## config.mk

```make
export PLATFORM = sky130hd
export DESIGN_NAME = dp_i2f
export DESIGN_NICKNAME = d
export VERILOG_FILES = /design/src/rtl/dp_i2f.sv
export SDC_FILE = /design/constraint.sdc
export NUM_CORES = 1
export LEC_CHECK = 0
export CAP_MARGIN = 20
export CORE_MARGIN = 2
export CORE_UTILIZATION = 25
export DETAILED_ROUTE_END_ITERATION = 10
export GPL_TIMING_DRIVEN = 0
export HOLD_SLACK_MARGIN = 0.08
export PLACE_DENSITY = 0.53
export SYNTH_ARGS = -nofsm -noshare
export SYNTH_HDL_FRONTEND = slang
export SYNTH_SLANG_ARGS = --single-unit
export TNS_END_PERCENT = 1
```

## constraint.sdc

```tcl
create_clock -name clk -period 3.15 [get_ports clk]
set_clock_uncertainty 0.05 [all_clocks]
set_input_delay 0.315 -clock clk [delete_from_list [all_inputs] [get_ports clk]]
set_output_delay 0.315 -clock clk [all_outputs]
set_load 0.005 [all_outputs]
```

## src/rtl/dp_i2f.sv

```systemverilog
// dp_i2f: iterative 64-bit integer to IEEE-754 binary64 converter, round-to-nearest-even.
// Build option DP_I2F_UNSIGNED_EN adds the in_unsigned port and the unsigned operand path.
module dp_i2f #(
   parameter int SHIFT_STEP = 4
) (
   input  logic        clk,
   input  logic        rst_n,
   input  logic        in_valid,
   output logic        in_ready,
   input  logic [63:0] in_data,
`ifdef DP_I2F_UNSIGNED_EN
   input  logic        in_unsigned,
`endif
   output logic        out_valid,
   input  logic        out_ready,
   output logic [63:0] out_result,
   output logic        out_inexact
);
   // state | meaning
   // IDLE  | waiting for an operand
   // NORM  | shifting mag left until bit 63 is set
   // ROUND | round-to-nearest-even and pack the result
   // DONE  | result held until out_ready
   localparam logic [1:0] IDLE  = 2'd0;
   localparam logic [1:0] NORM  = 2'd1;
   localparam logic [1:0] ROUND = 2'd2;
   localparam logic [1:0] DONE  = 2'd3;
   localparam logic [4:0] STEP  = 5'(SHIFT_STEP);

   logic [1:0]  state;
   logic [63:0] mag;
   logic [10:0] exp_q;
   logic        sign_q;

   logic        in_sign;
   logic [63:0] in_mag;
   logic [4:0]  shift_k;
   logic        found;
   logic [51:0] frac;
   logic        guard;
   logic        sticky;
   logic        round_up;
   logic [52:0] frac_inc;

   assign in_ready  = (state == IDLE);
   assign out_valid = (state == DONE);

   always_comb begin
`ifdef DP_I2F_UNSIGNED_EN
      in_sign = in_data[63] & ~in_unsigned;
`else
      in_sign = in_data[63];
`endif
      in_mag = in_sign ? (~in_data + 64'd1) : in_data;
   end

   // leading zeros within the top SHIFT_STEP bits, capped at SHIFT_STEP
   always_comb begin
      shift_k = STEP;
      found   = 1'b0;
      for (int i = 0; i < SHIFT_STEP; i++) begin
         if (!found && mag[63-i]) begin
            shift_k = 5'(i);
            found   = 1'b1;
         end
      end
   end

   always_comb begin
      frac     = mag[62:11];
      guard    = mag[10];
      sticky   = |mag[9:0];
      round_up = guard & (sticky | frac[0]);
      frac_inc = {1'b0, frac} + {52'd0, round_up};
   end

   always_ff @(posedge clk or negedge rst_n) begin
      if (!rst_n) begin
         state       <= IDLE;
         mag         <= '0;
         exp_q       <= '0;
         sign_q      <= 1'b0;
         out_result  <= '0;
         out_inexact <= 1'b0;
      end else begin
         case (state)
            IDLE: begin
               if (in_valid) begin
                  sign_q <= in_sign;
                  mag    <= in_mag;
                  exp_q  <= 11'd1086;
                  if (in_data == 64'd0) begin
                     out_result  <= '0;
                     out_inexact <= 1'b0;
                     state       <= DONE;
                  end else begin
                     state <= NORM;
                  end
               end
            end
            NORM: begin
               if (mag[63]) begin
                  state <= ROUND;
               end else begin
                  mag   <= mag << shift_k;
                  exp_q <= exp_q - {6'd0, shift_k};
               end
            end
            ROUND: begin
               // a carry out of the fraction leaves frac_inc[51:0] at zero and bumps the exponent
               out_result  <= {sign_q, exp_q + {10'd0, frac_inc[52]}, frac_inc[51:0]};
               out_inexact <= guard | sticky;
               state       <= DONE;
            end
            DONE: begin
               if (out_ready) state <= IDLE;
            end
            default: state <= IDLE;
         endcase
      end
   end
endmodule
```

==> run summary, run 1 <==
Seq/Total Area, Yosys = 33.04%
startpoint class of the critical path = register
simple-gate portion of the synthesized area = 20.63%
final setup margin = -0.01034 ns
Initial Util = 25.25%
status = complete, but fails checks
clk slew on worst S/H paths = 0.07 ns
DP HPWL = 37220 um
yosys warns = 0
Post-synth ARST share = 100.0%
antenna violations before repair = 2
Syn Std Cell Area = 0.01083 mm2
worst reg2reg path endpoint = mag[45]$_DFFE_PN0P_
share of cells above drive strength 1 = 12.57%
CP arrival = 3.46 ns
Synth area leaders = dfrtp_1 (33%), nand2_1 (6.2%), mux2i_1 (6.2%)
Synth Flop Type = dfrtp_1
relative slew slack = 38.79%
DRC Markers = 0
# IOs = 135
DRT Pass-1 Iters = 6
Reg area = 0.003593 mm2
clk sinks = 143
Netlist cell types = 69
largest family of logic cells by synthesized area = compound AO/OA/AOI/OAI gates
syn_nets = 1405
worst vdd ir = 0.0003949 V
Site Rows = 76
top-area cell type share of the netlist area = 33.04%
Hold Crit Class = in -> async
Area after DPL = 0.01292 mm2
max frequency = 316.4 MHz
Synth Area in XOR/XNOR = 9.138%
largest area contributor in the netlist = dfrtp_1
mux contribution to synthesized area = 7.752%
H-tree Lvls = 4
DR vias/cell = 5.423
Nets = 1555
port bufs = 132
# fillers = 4584
Setup TNS = -0.01342 ns
Final Hold Viols = 0
reg2reg setup slack = -0.01 ns
vias in the first global route = 10910
die area = 0.04500 mm2
P&R area growth vs syn = 28.39%
RSZ-0062 raised after global routing = yes
R2R depth = 10
later-pin clock latency in the skew report = 0.45 ns
first-pass GRT wire length = 71760 um
routed vias = 11240
DRT iter0 DRCs = 973
Compound-Gate Fraction of Synth Area = 22.69%
pin count of the biggest net entering global routing = 89
Crit Path Category = reg -> reg
CTS tree = yes
CP Max Fanout = 10
WL final = 48550 um
Leak = 5.084 nW
Detail Route Antenna Nets = 0
top-count cell post-synth = nand2_1
core box area = 0.04289 mm2
fraction of the mapped netlist area in adder cells = 1.271%
power per cell area = 930.2 mW/mm2
pre-CTS setup slack = -1.323 ns
gr ovfl total = 0
final core utilization = 32.42%
failing checks = setup timing
Antenna diodes = 0
top cells by count, synth = nand2_1 (180), dfrtp_1 (143), clkbuf_1 (113)
fin cells = 2073
Hold Slack = 0.3498 ns
CP Data Required Time = 3.45 ns
Die X = 212.1 um
Die Span Y = 212.1 um
GRT Util Overall = 21.58%
Final Max Tran Viols = 0
gpl congestion = 0.9657
setup violators final = 2
WL per Instance = 23.42 um
Post-synth EDFFs = 0
CP Capture Type = register
Worst Tran Pin Value = 0.9182 ns
Seq cells post-synth = 143
Root Driver = clkbuf_16
multi-input combinational cell area = 0.006882 mm2
fin area = 0.01390 mm2
CTS max path bufs = 2
Final period util = 100.3%
crit path time final = 3.160 ns
placed cells = 2044
Synth Instances = 1326
Max Cap Viol = 0
total power = 12.93 mW
Avg Inst Size Synth = 8.168 um2
worst reg2reg startpoint = state[0]$_DFFE_PN0P_
Num CTS Buffers = 17
[state kept, by name (all words and copies together) (netlist names)]
signal / flops
mag: 64
state: 2
exp_q: 11
sign_q: 1
out_inexact: 1
out_result: 64
[cell usage in the layout, fill, tap and decap left out, types with 17 or more instances in the layout]
cell type	count
o22ai_1	36
clkdlybuf4s50_1	126
o31ai_1	64
nand2_1	177
o21ai_0	98
or3_1	21
clkbuf_16	17
xor2_1	65
clkbuf_1	53
inv_1	24
nand3_1	41
mux2i_1	67
a21oi_1	35
clkbuf_2	29
nor3_1	19
nor2_1	75
dfrtp_1	131
nand4_1	25
buf_4	22
xnor2_1	48
[per-layer routing]
| metal | global-route usage, % | wire [um] | vias up | part of all wire [%] |
|---|---|---|---|---|
| met5 | 0 | 0 | - | 0 |
| met4 | 6.119 | 848 | 0 | 1.7 |
| met3 | 5.835 | 4806 | 47 | 9.9 |
| met2 | 31.79 | 20910 | 527 | 43 |
| met1 | 30.72 | 21990 | 5471 | 45 |
| li1 | - | - | 5197 | - |
[power breakdown]
part           switching (mW)  leakage, nW  internal (mW)  total, mW
sequential              0.943         1.82           2.57       3.52
combinational            4.53         2.99           2.83       7.36
clock                   0.875        0.279           1.18       2.06
[final cells by class]
class	count	area share, %
Buffer	105	3.635
Clock buffer	18	3.158
Clock inverter	13	0.9898
Inverter	26	0.7199
Multi-Input combinational cell	1030	49.49
Sequential cell	143	25.84
Tap cell	585	5.264
Timing Repair Buffer	153	10.90
[how the worst max path moves through the flow]
stage,start,endpoint,slack (ns),cells after the start
after floorplan,mag[61]$_DFFE_PN0P_,exp_q[10]$_DFFE_PN0P_,-0.1,13
after global placement,rst_n,mag[49]$_DFFE_PN0P_,-4.38,1
after detailed placement,mag[60]$_DFFE_PN0P_,exp_q[7]$_DFFE_PN0P_,-1.32,9
after CTS,mag[10]$_DFFE_PN0P_,out_result[62]$_DFFE_PN0P_,-0.13,14
after global routing,mag[49]$_DFFE_PN0P_,out_result[62]$_DFFE_PN0P_,-0.15,12
final,state[0]$_DFFE_PN0P_,mag[45]$_DFFE_PN0P_,-0.01,10
[worst max-delay path, stage by stage (launching register included)]
cell	delay, ns
dfrtp_1	0.42
inv_1	0.11
ha_1	0.19
clkbuf_1	0.34
mux2_2	0.45
nand2_1	0.31
clkbuf_2	0.34
buf_4	0.32
clkbuf_2	0.31
nand2_1	0.09
o211ai_1	0.11
[logic make-up (layout without fill, tap and decap cells)]
logic type,count (synthesis),in the layout
xor+xnor,113,113
compound gates,364,364
flops,143,143
buf+inv,153,315
mux,79,79
simple gates,463,463
fa+ha+maj,11,11
[timing repair]
action,4_1_cts,5_1_grt
hold buffers,1,0
hold endpoints to repair,55,0
setup endpoints to repair,137,126
resized for setup,76,64
pin swaps,6,6
setup buffers,5,14
(Power assumes the default switching activity.)
==> inputs of run 2 (changes only) <==
--- a/config.mk
+++ b/config.mk
@@ -5,13 +5,12 @@
 export SDC_FILE = /design/constraint.sdc
 export NUM_CORES = 1
 export LEC_CHECK = 0
-export CAP_MARGIN = 20
 export CORE_MARGIN = 2
-export CORE_UTILIZATION = 25
+export CORE_UTILIZATION = 30
 export DETAILED_ROUTE_END_ITERATION = 10
 export GPL_TIMING_DRIVEN = 0
 export HOLD_SLACK_MARGIN = 0.08
-export PLACE_DENSITY = 0.53
+export PLACE_DENSITY = 0.57
 export SYNTH_ARGS = -nofsm -noshare
 export SYNTH_HDL_FRONTEND = slang
 export SYNTH_SLANG_ARGS = --single-unit
==> constraint.sdc (replaced) <==
create_clock -name clk -period 3.55 [get_ports clk]
set_clock_uncertainty 0.05 [all_clocks]
set_input_delay 0.355 -clock clk [delete_from_list [all_inputs] [get_ports clk]]
set_output_delay 0.355 -clock clk [all_outputs]
set_load 0.005 [all_outputs]
==> run summary, run 2 (synthesis results as in run 1) <==
status = completed
# IOs = 135 (unchanged)
pre-CTS setup slack = -0.9907 ns (+0.3319 ns)
Initial Util = 30.45% (+5.2 points)
CP Max Fanout = 10 (unchanged)
DP HPWL = 35440 um (-4.8%)
core box area = 0.03557 mm2 (-17%)
P&R area growth vs syn = 24.25%
Site Rows = 69 (-9.2%)
pin count of the biggest net entering global routing = 94 (+5.6%)
gpl congestion = 0.9525 (-1.4%)
Worst path top cell family by delay = simple AND/OR/NAND/NOR gates
Reg area = 0.003582 mm2 (-0.31%)
multi-input combinational cell area = 0.006735 mm2 (-2.1%)
Final Hold Viols = 0 (unchanged)
most frequent cells in the layout = nand2_1 (180), dfrtp_1 (140), clkdlybuf4s50_1 (131)
CTS tree = yes
CTS max path bufs = 2 (unchanged)
CP Cell Sequence = clkdlybuf4s50_1 -> or4_4 -> nor4_1 -> nand4_1 -> o41a_1 -> clkbuf_1 -> clkbuf_1 -> o31ai_1
Leak = 4.835 nW (-4.9%)
crit path time final = 3.523 ns
Crit path largest cell delay = 0.63 ns (+0.18 ns)
Max Cap Viol = 0 (unchanged)
top flop regs = mag (64), out_result (64), exp_q (11)
setup violators final = 0 (-2)
CP arrival = 3.81 ns (+0.35 ns)
Final Max Tran Viols = 0 (unchanged)
port bufs = 132 (unchanged)
RSZ-0062 raised after global routing = yes
clk sinks = 143 (unchanged)
Crit Path Category = in -> reg
Die X = 194.0 um (-8.5%)
Root Driver = clkbuf_16
antenna violations before repair = 0 (-2)
DR vias/cell = 5.770 (+6.4%)
fin area = 0.01346 mm2 (-3.2%)
GRT Util Overall = 23.89% (+2.3 points)
Area after DPL = 0.01276 mm2 (-1.2%)
startpoint class of the critical path = input port
Slowest-stage cell, CP = o41a_1
CP Data Required Time = 3.84 ns (+0.39 ns)
first-pass GRT wire length = 68870 um (-4.0%)
DRC Markers = 0 (unchanged)
DRT iter0 DRCs = 1010 (+3.8%)
later-pin clock latency in the skew report = 0.44 ns (about the same)
H-tree Lvls = 4 (unchanged)
Hold Crit Class = in -> async
final setup margin = 0.02687 ns (+0.03721 ns)
share of cells above drive strength 1 = 7.052% (-5.5 points)
Die Span Y = 194.0 um (-8.5%)
worst vdd ir = 0.0003248 V (-18%)
most common library cell in the layout ignoring fill and taps = nand2_1
Num CTS Buffers = 17 (unchanged)
# fillers = 3741 (-18%)
power per cell area = 825.7 mW/mm2 (-11%)
Final period util = 99.24%
DRT Pass-1 Iters = 5 (-1)
relative slew slack = 38.46% (-0.33 points)
gr ovfl total = 0 (unchanged)
Antenna diodes = 0 (unchanged)
WL per Instance = 23.57 um (+0.65%)
CP Buf/Inv Count = 3 (-2)
CP dominant cell by count = clkbuf_1
routed vias = 11250 (+0.080%)
CP Capture Type = register
vias in the first global route = 10800 (-1.0%)
Worst Tran Pin Value = 0.9161 ns (-0.002108 ns)
die area = 0.03764 mm2 (-16%)
WL final = 45960 um (-5.3%)
clk slew on worst S/H paths = 0.06 ns (about the same)
Nets = 1555 (unchanged)
max frequency = 283.8 MHz
Detail Route Antenna Nets = 0 (unchanged)
run 2: cell types whose count changed in the layout (fill, tap and decap cells not counted), sizes merged, moves of 4 or more:
cell | before | now
buf | 39 | 19
clkbuf | 104 | 123
clkdlybuf4s50 | 126 | 131
dlymetal6s2s | 5 | 0
inv | 28 | 32
run 2: layer usage:
| layer | GRT usage, % | part of all wire [%] |
|---|---|---|
| met5 | 0 | 0 |
| met4 | 7.211 | 2.4 |
| met3 | 5.010 | 9.1 |
| met2 | 35.94 | 43 |
| met1 | 34.27 | 45 |
run 2: cell type report:
cell class,count,area share [%]
Multi-Input combinational cell,1030,50.05
Sequential cell,143,26.62
Tap cell,461,4.286
Clock inverter,15,1.116
Clock buffer,17,3.161
Buffer,121,3.766
Timing Repair Buffer,137,10.27
Inverter,26,0.7252
run 2: what timing repair did:
action,in CTS,in global routing
setup buffers,1,1
pin swaps,2,3
hold buffers,1,0
hold endpoints to repair,50,0
endpoints found under the setup margin,56,82
gates resized for setup,24,18
run 2: per-stage QoR:
stage / hold WS, ns / util, % / TNS [ns] / power, mW / cells
6_report: 0.3874 / 37.83 / 0 / 11.11 / 1950
5_1_grt: 0.4460 / 37.83 / -2.201 / 11.72 / 1950
4_1_cts: 0.4190 / 37.77 / -0.02314 / 10.98 / 1952
3_5_place_dp: 0.3014 / 35.89 / -38.36 / 9.112 / 1921
3_3_place_gp: 0.4107 / 35.79 / -620.05 / 9.070 / 1919
2_1_floorplan: 0.009409 / - / 0 / 6.473 / 1326
run 2: final timing paths:
kind / startpoint / to / slack, ns / cells after the start
max in group asynchronous: rst_n / mag[49]$_DFFE_PN0P_ / 2.19 / 3
setup / recovery: in_data[31] / out_result[19]$_DFFE_PN0P_ / 0.03 / 8
hold / removal: rst_n / out_result[60]$_DFFE_PN0P_ / 0.39 / 2
min in group clk: out_result[56]$_DFFE_PN0P_ / out_result[56]$_DFFE_PN0P_ / 0.43 / 2
setup reg to reg: mag[60]$_DFFE_PN0P_ / exp_q[7]$_DFFE_PN0P_ / 0.04 / 9
hold reg to reg: out_result[56]$_DFFE_PN0P_ / out_result[56]$_DFFE_PN0P_ / 0.43 / 2
run 2: power breakdown:
part / internal [mW] / leakage [nW] / total [mW] / switching [mW]
sequential: 2.27 / 1.83 / 2.93 / 0.658
clock: 0.987 / 0.276 / 1.80 / 0.816
combinational: 2.37 / 2.73 / 6.37 / 4.00
total: 5.64 / 4.84 / 11.1 / 5.48
